### src/rtl/rr_decoder_arbiter_pkg.sv
// Shared types and the round-robin pick helper for the decoder arbiter.
// rr_pick is sized for up to MAX_N index bits; callers zero-extend their vectors.
package arb_pkg;

  typedef enum logic {IDLE = 1'b0, BUSY = 1'b1} state_t;

  localparam int MAX_N   = 6;
  localparam int REQ_MAX = 2 ** MAX_N;

  // First set bit of req at or above ptr, wrapping modulo 2**n.
  function automatic logic [MAX_N-1:0] rr_pick(input logic [REQ_MAX-1:0] req,
                                               input logic [MAX_N-1:0]   ptr,
                                               input int unsigned        n);
    int unsigned cnt;
    int unsigned j;
    logic        found;
    logic [MAX_N-1:0] win;
    cnt   = 32'd1 << n;
    found = 1'b0;
    win   = '0;
    for (int unsigned k = 0; k < REQ_MAX; k++) begin
      j = (32'(ptr) + k) & (cnt - 32'd1);
      if (!found && (k < cnt) && req[j[MAX_N-1:0]]) begin
        found = 1'b1;
        win   = j[MAX_N-1:0];
      end
    end
    return win;
  endfunction

endpackage

### src/rtl/rr_decoder_arbiter_if.sv
// Requester-side bus of the arbiter. Handshake: a requester holds req[i] until it
// sees grant[i]; the owner keeps req high while using the resource and may pulse done.
interface rr_decoder_arbiter_if #(parameter int N = 3) ();
  logic [2**N-1:0]   req;
  logic              done;
  logic [2**N-1:0]   grant;
  logic [N-1:0]      grant_idx;
  logic              grant_valid;
  logic              expired;
  arb_pkg::state_t   state;

  modport slave  (input req, done,
                  output grant, grant_idx, grant_valid, expired, state);
  modport master (output req, done,
                  input grant, grant_idx, grant_valid, expired, state);
endinterface

### src/rtl/rr_decoder_arbiter_dec.sv
// Parameterised one-hot decoder: y has exactly bit a set.
module onehot_decoder #(
  parameter int N = 3
) (
  input  logic [N-1:0]    a,
  output logic [2**N-1:0] y
);
  always_comb begin
    y    = '0;
    y[a] = 1'b1;
  end
endmodule

### src/rtl/rr_decoder_arbiter.sv
// Round-robin arbiter over 2**N requesters with done/drop/hold-limit release.
// All outputs come from registers; grant is the decoded owner index gated by grant_valid.
module rr_decoder_arbiter
  import arb_pkg::*;
#(
  parameter int N        = 3,
  parameter int HOLD_MAX = 8
) (
  input logic                   clk,
  input logic                   rst_n,
  rr_decoder_arbiter_if.slave   bus
);
  localparam int R  = 2 ** N;
  localparam int CW = (HOLD_MAX == 0) ? 1 : $clog2(HOLD_MAX + 1);

  state_t         state;
  logic [N-1:0]   idx;
  logic [N-1:0]   ptr;
  logic [N-1:0]   winner;
  logic [CW-1:0]  hold;
  logic           valid;
  logic           expired;
  logic           limit_hit;
  logic           release_now;
  logic [R-1:0]   dec_y;

  assign winner      = N'(rr_pick(REQ_MAX'(bus.req), MAX_N'(ptr), N));
  assign limit_hit   = (HOLD_MAX != 0) && (hold == CW'(HOLD_MAX));
  assign release_now = bus.done || !bus.req[idx] || limit_hit;

  always_ff @(posedge clk or negedge rst_n) begin
    if (!rst_n) begin
      state   <= IDLE;
      valid   <= 1'b0;
      idx     <= '0;
      ptr     <= '0;
      hold    <= '0;
      expired <= 1'b0;
    end else begin
      expired <= 1'b0;
      case (state)
        IDLE: begin
          if (|bus.req) begin
            state <= BUSY;
            valid <= 1'b1;
            idx   <= winner;
            hold  <= CW'(1);
          end
        end
        BUSY: begin
          if (release_now) begin
            state   <= IDLE;
            valid   <= 1'b0;
            ptr     <= idx + 1'b1;
            // Only a pure timeout counts as expiry; done or a dropped request wins.
            expired <= limit_hit && !bus.done && bus.req[idx];
          end else if (hold != {CW{1'b1}}) begin
            hold <= hold + 1'b1;
          end
        end
        default: state <= IDLE;
      endcase
    end
  end

  onehot_decoder #(.N(N)) u_dec (
    .a (idx),
    .y (dec_y)
  );

  assign bus.grant       = dec_y & {R{valid}};
  assign bus.grant_idx   = idx;
  assign bus.grant_valid = valid;
  assign bus.expired     = expired;
  assign bus.state       = state;
endmodule
### src/flat_wrapper.sv
// flat-port wrapper written by rule: the top's interface ports become plain ports
module rr_decoder_arbiter_flat import arb_pkg::*;
#(
  parameter int N        = 3,
  parameter int HOLD_MAX = 8
)
  (clk, rst_n, bus_req, bus_done, bus_grant, bus_grant_idx, bus_grant_valid, bus_expired, bus_state);
  rr_decoder_arbiter_if #(.N(N)) bus_i ();
  input logic clk;
  input logic rst_n;
  input wire logic [$bits(bus_i.req)-1:0] bus_req;
  input wire logic [$bits(bus_i.done)-1:0] bus_done;
  output wire logic [$bits(bus_i.grant)-1:0] bus_grant;
  output wire logic [$bits(bus_i.grant_idx)-1:0] bus_grant_idx;
  output wire logic [$bits(bus_i.grant_valid)-1:0] bus_grant_valid;
  output wire logic [$bits(bus_i.expired)-1:0] bus_expired;
  output wire logic [$bits(bus_i.state)-1:0] bus_state;
  assign bus_i.req = bus_req;
  assign bus_i.done = bus_done;
  assign bus_grant = bus_i.grant;
  assign bus_grant_idx = bus_i.grant_idx;
  assign bus_grant_valid = bus_i.grant_valid;
  assign bus_expired = bus_i.expired;
  assign bus_state = bus_i.state;
  rr_decoder_arbiter #(.N(N), .HOLD_MAX(HOLD_MAX)) u_core (.clk(clk), .rst_n(rst_n), .bus(bus_i));
endmodule
### config.mk
export PLATFORM = sky130hd
export DESIGN_NAME = rr_decoder_arbiter_flat
export DESIGN_NICKNAME = d
export VERILOG_FILES = /design/src/rtl/rr_decoder_arbiter_pkg.sv /design/src/rtl/rr_decoder_arbiter_if.sv /design/src/rtl/rr_decoder_arbiter_dec.sv /design/src/rtl/rr_decoder_arbiter.sv /design/src/flat_wrapper.sv
export SDC_FILE = /design/constraint.sdc
export NUM_CORES = 1
export LEC_CHECK = 0
export BUFFER_PORTS_ARGS = -buffer_cell sky130_fd_sc_hd__buf_2
export CAP_MARGIN = 20
export CORE_MARGIN = 2
export CORE_UTILIZATION = 40
export CTS_CLUSTER_SIZE = 28
export DETAILED_ROUTE_END_ITERATION = 6
export GPL_ROUTABILITY_DRIVEN = 0
export GPL_TIMING_DRIVEN = 0
export HOLD_SLACK_MARGIN = 0.03
export PLACE_DENSITY = 0.64
export RECOVER_POWER = 100
export SLEW_MARGIN = 30
export SYNTH_ARGS = -nofsm -noshare
export SYNTH_HDL_FRONTEND = slang
export SYNTH_SLANG_ARGS = --single-unit
export TNS_END_PERCENT = 5
### constraint.sdc
create_clock -name clk -period 10.9 [get_ports clk]
set_input_delay 1.635 -clock clk [delete_from_list [all_inputs] [get_ports clk]]
set_output_delay 1.635 -clock clk [all_outputs]
set_load 0.02 [all_outputs]
==> summary.md <==
| Metric | Value |
|---|---|
| DRC violations left | 0 |
| Net count, final | about 230 |
| Vias | ~1.7k |
| Capture point of the worst reg-to-reg path | u_core.bus.grant_idx[2]$_DFFE_PN0P_ |
| Critical path data arrival time | 4140 ps |
| Yosys reg bits | 13 |
| CP max FO | 10 |
| Critical Path RT | about 11000 ps |
| Clock buffer count from CTS | 3 |
| Final setup vio count | 0 |
| Syn Area/Cell | 9.12 sq um |
| Max-cap violations | 0 |
| DRT Pass-1 Iters | 4 |
| Syn Nets | 204 |
| Clk sinks | 13 |
| Core ar. | 4060 sq um |
| Die Area | 4820 sq um |
| Fmax | about 250 MHz |
| Initial antenna violation count | 0 |
| Worst slew pin tran | 734 ps |
| WL/cell | 17.1 um |
| Diode count | 0 |
| Final hold violations | 0 |
| Initial detailed-routing violation count | 87 |
| Worst R2R Setup Slack | 6870 ps |
| Max clock buf depth | 2 |
| Detail Placement HPWL | 3420 um |
| Largest net degree at the start of global routing | 14 |
| DRT antenna net count | 0 |
| Final worst path period need | 4030 ps |
| Later-pin clock latency in the skew report | ~240 ps |
| Area growth from synthesis to layout | 11.4% |
| Share of layout cells above drive strength 1 | 0.171 |
| Clk root buf | clkbuf_8 |
| Worst rel slew slack | 0.511 |
| Die height | 69.5 um |
| Worst Setup Start Kind | flop |
| Post-CTS Setup Bufs | 0 |
| Warnings, synthesis | 0 |
| Synth cell types | 53 |
| EDFF count, synth | 0 |
| Layout Skew | 1.93 ps |
| Commonest non-fill, non-tap cells in the layout | clkbuf_1 (24), nor2_1 (16), dfrtp_1 (13) |
| Fin. max-slew vios | 0 |
| Critical path endpoint | u_core.bus.grant_idx[2]$_DFFE_PN0P_ |
| Die X | 69.5 um |
| Vias/cell | 6.23 |
| Critical Path Start | u_core.ptr[1]$_DFFE_PN0P_ |
| Global Route Usage Sum | 0.199 |
| Core Rows | 23 |
| First-pass GRT wire length | 7850 um |
| Hold Buf Count CTS | 0 |
| CTS tree | done |
| Post-Route WL | 4550 um |
| Post-CTS sizing | 0 |
| Register area share after synthesis | 0.190 |
| Mapped Area | 1710 sq um |
| Gate Count Post-Synth | 188 |
| FFs w/ async S/R, synth | 1.00 |
| Commonest non-fill, non-tap cell in the layout | clkbuf_1 |
| CTS HTree Levels | 1 |
| CP endpoint kind | flop |
| Fin crit share | 0.369 |
| Starting density of the core | 0.422 |
| R2R cell count | 11 |
| Status | completed |
| Top FF cell, synth | dfrtp_1 |
| Setup TNS Final | 0 ps |
| Overflow after GRT | 0 |
| Vias in the first global route | 1550 |
| Reg2reg start | u_core.ptr[1]$_DFFE_PN0P_ |
| Clk slew on worst S/H paths | 60 ps |
| CP Class | flop to flop |
| HP Class | flop to flop |
| Top Ports | 25 |
| IO Port Bufs | 24 |
| Unrepaired setup endpoints after global routing | false |
==> cell type report <==
cell class	count	area (sq um)
timing repair buffer	24	100
multi-input combinational	154	1280
buffer	12	56.3
tap	50	62.6
fill	408	2150
clock inverter	1	5.00
clock buffer	3	41.3
inverter	9	33.8
sequential	13	325
==> kinds of logic after synthesis <==
group                      Yosys count  synth area share
AOI/OAI and AO/OA                   56             0.251
xor gates and xnor gates             4            0.0204
adders and majority gates            5            0.0365
buffers and inverters               21            0.0533
DFF                                 13             0.190
muxes                               32             0.280
and+or+nand+nor                     57             0.169
==> worst min path at each step <==
stage	start	end	cells past startpoint
6_report	u_core.bus.grant_valid$_DFFE_PN0P_	u_core.bus.grant_valid$_DFFE_PN0P_	1
5_1_grt	u_core.bus.grant_valid$_DFFE_PN0P_	u_core.bus.grant_valid$_DFFE_PN0P_	1
4_1_cts	u_core.bus.grant_valid$_DFFE_PN0P_	u_core.bus.grant_valid$_DFFE_PN0P_	1
3_5_place_dp	u_core.bus.grant_valid$_DFFE_PN0P_	u_core.bus.grant_valid$_DFFE_PN0P_	1
3_3_place_gp	u_core.bus.grant_valid$_DFFE_PN0P_	u_core.bus.grant_valid$_DFFE_PN0P_	1
2_1_floorplan	u_core.hold[1]$_DFFE_PN0P_	u_core.hold[1]$_DFFE_PN0P_	2
==> critical path, cell delays in order (launching register included) <==
cell      delay [ps]
dfrtp_1          350
clkbuf_1         280
clkbuf_1         500
inv_1            150
ha_1             330
buf_6            120
mux4_1           530
mux2_2           300
o32a_4           390
or3_4            420
o41ai_1          430
o21ai_1          100
==> flip-flops by register name, indices dropped and copies added, names as in the netlist <==
register / cells
u_core.bus.grant_valid: 1
u_core.bus.state: 1
u_core.bus.expired: 1
u_core.ptr: 3
u_core.bus.grant_idx: 3
u_core.hold: 4
==> cells in the mapped netlist, types with 2 or more instances <==
| cell | instances | area share |
|---|---|---|
| a211oi_1 | 7 | 0.031 |
| o21a_1 | 5 | 0.022 |
| o31ai_1 | 2 | 0.0088 |
| mux4_1 | 3 | 0.046 |
| mux4_2 | 8 | 0.11 |
| clkbuf_1 | 7 | 0.015 |
| a21boi_0 | 3 | 0.013 |
| or4_1 | 2 | 0.0088 |
| nor2_1 | 16 | 0.035 |
| mux2_2 | 9 | 0.059 |
| nand3_1 | 2 | 0.0058 |
| inv_1 | 9 | 0.020 |
| xor2_1 | 3 | 0.015 |
| nand2_1 | 10 | 0.022 |
| ha_1 | 5 | 0.036 |
| a221oi_1 | 2 | 0.010 |
| and2_1 | 2 | 0.0073 |
| and3_1 | 2 | 0.0073 |
| dfrtp_1 | 13 | 0.19 |
| a21oi_1 | 11 | 0.032 |
| o41ai_1 | 3 | 0.015 |
| buf_2 | 4 | 0.012 |
| o21ai_0 | 4 | 0.012 |
| mux2i_1 | 12 | 0.070 |
| nand4_1 | 3 | 0.011 |
| nor3_1 | 9 | 0.026 |
| nand2b_1 | 4 | 0.015 |
| a21o_1 | 3 | 0.013 |
==> through the flow <==
| stage | instance area, sq um | utilization | hold WS (ps) | instances | setup WS [ps] |
|---|---|---|---|---|---|
| after floorplan | 1710 | - | 542 | 188 | 7210 |
| after global placement | 1900 | 0.467 | 521 | 262 | 6890 |
| after detailed placement | 1900 | 0.467 | 520 | 262 | 6870 |
| after CTS | 1940 | 0.479 | 534 | 266 | 7010 |
| after global routing | 1910 | 0.471 | 571 | 266 | 6690 |
| final | 1910 | 0.471 | 531 | 266 | 6870 |
==> routing by layer <==
metal	wire length, um	track usage
met2	2100	0.301
met3	116	0.0363
met1	2260	0.289
met4	81	0.0588
met5	0	0
Power is not shown: default switching activity piles up to over one toggle a cycle in this logic, so the estimate is an artifact.
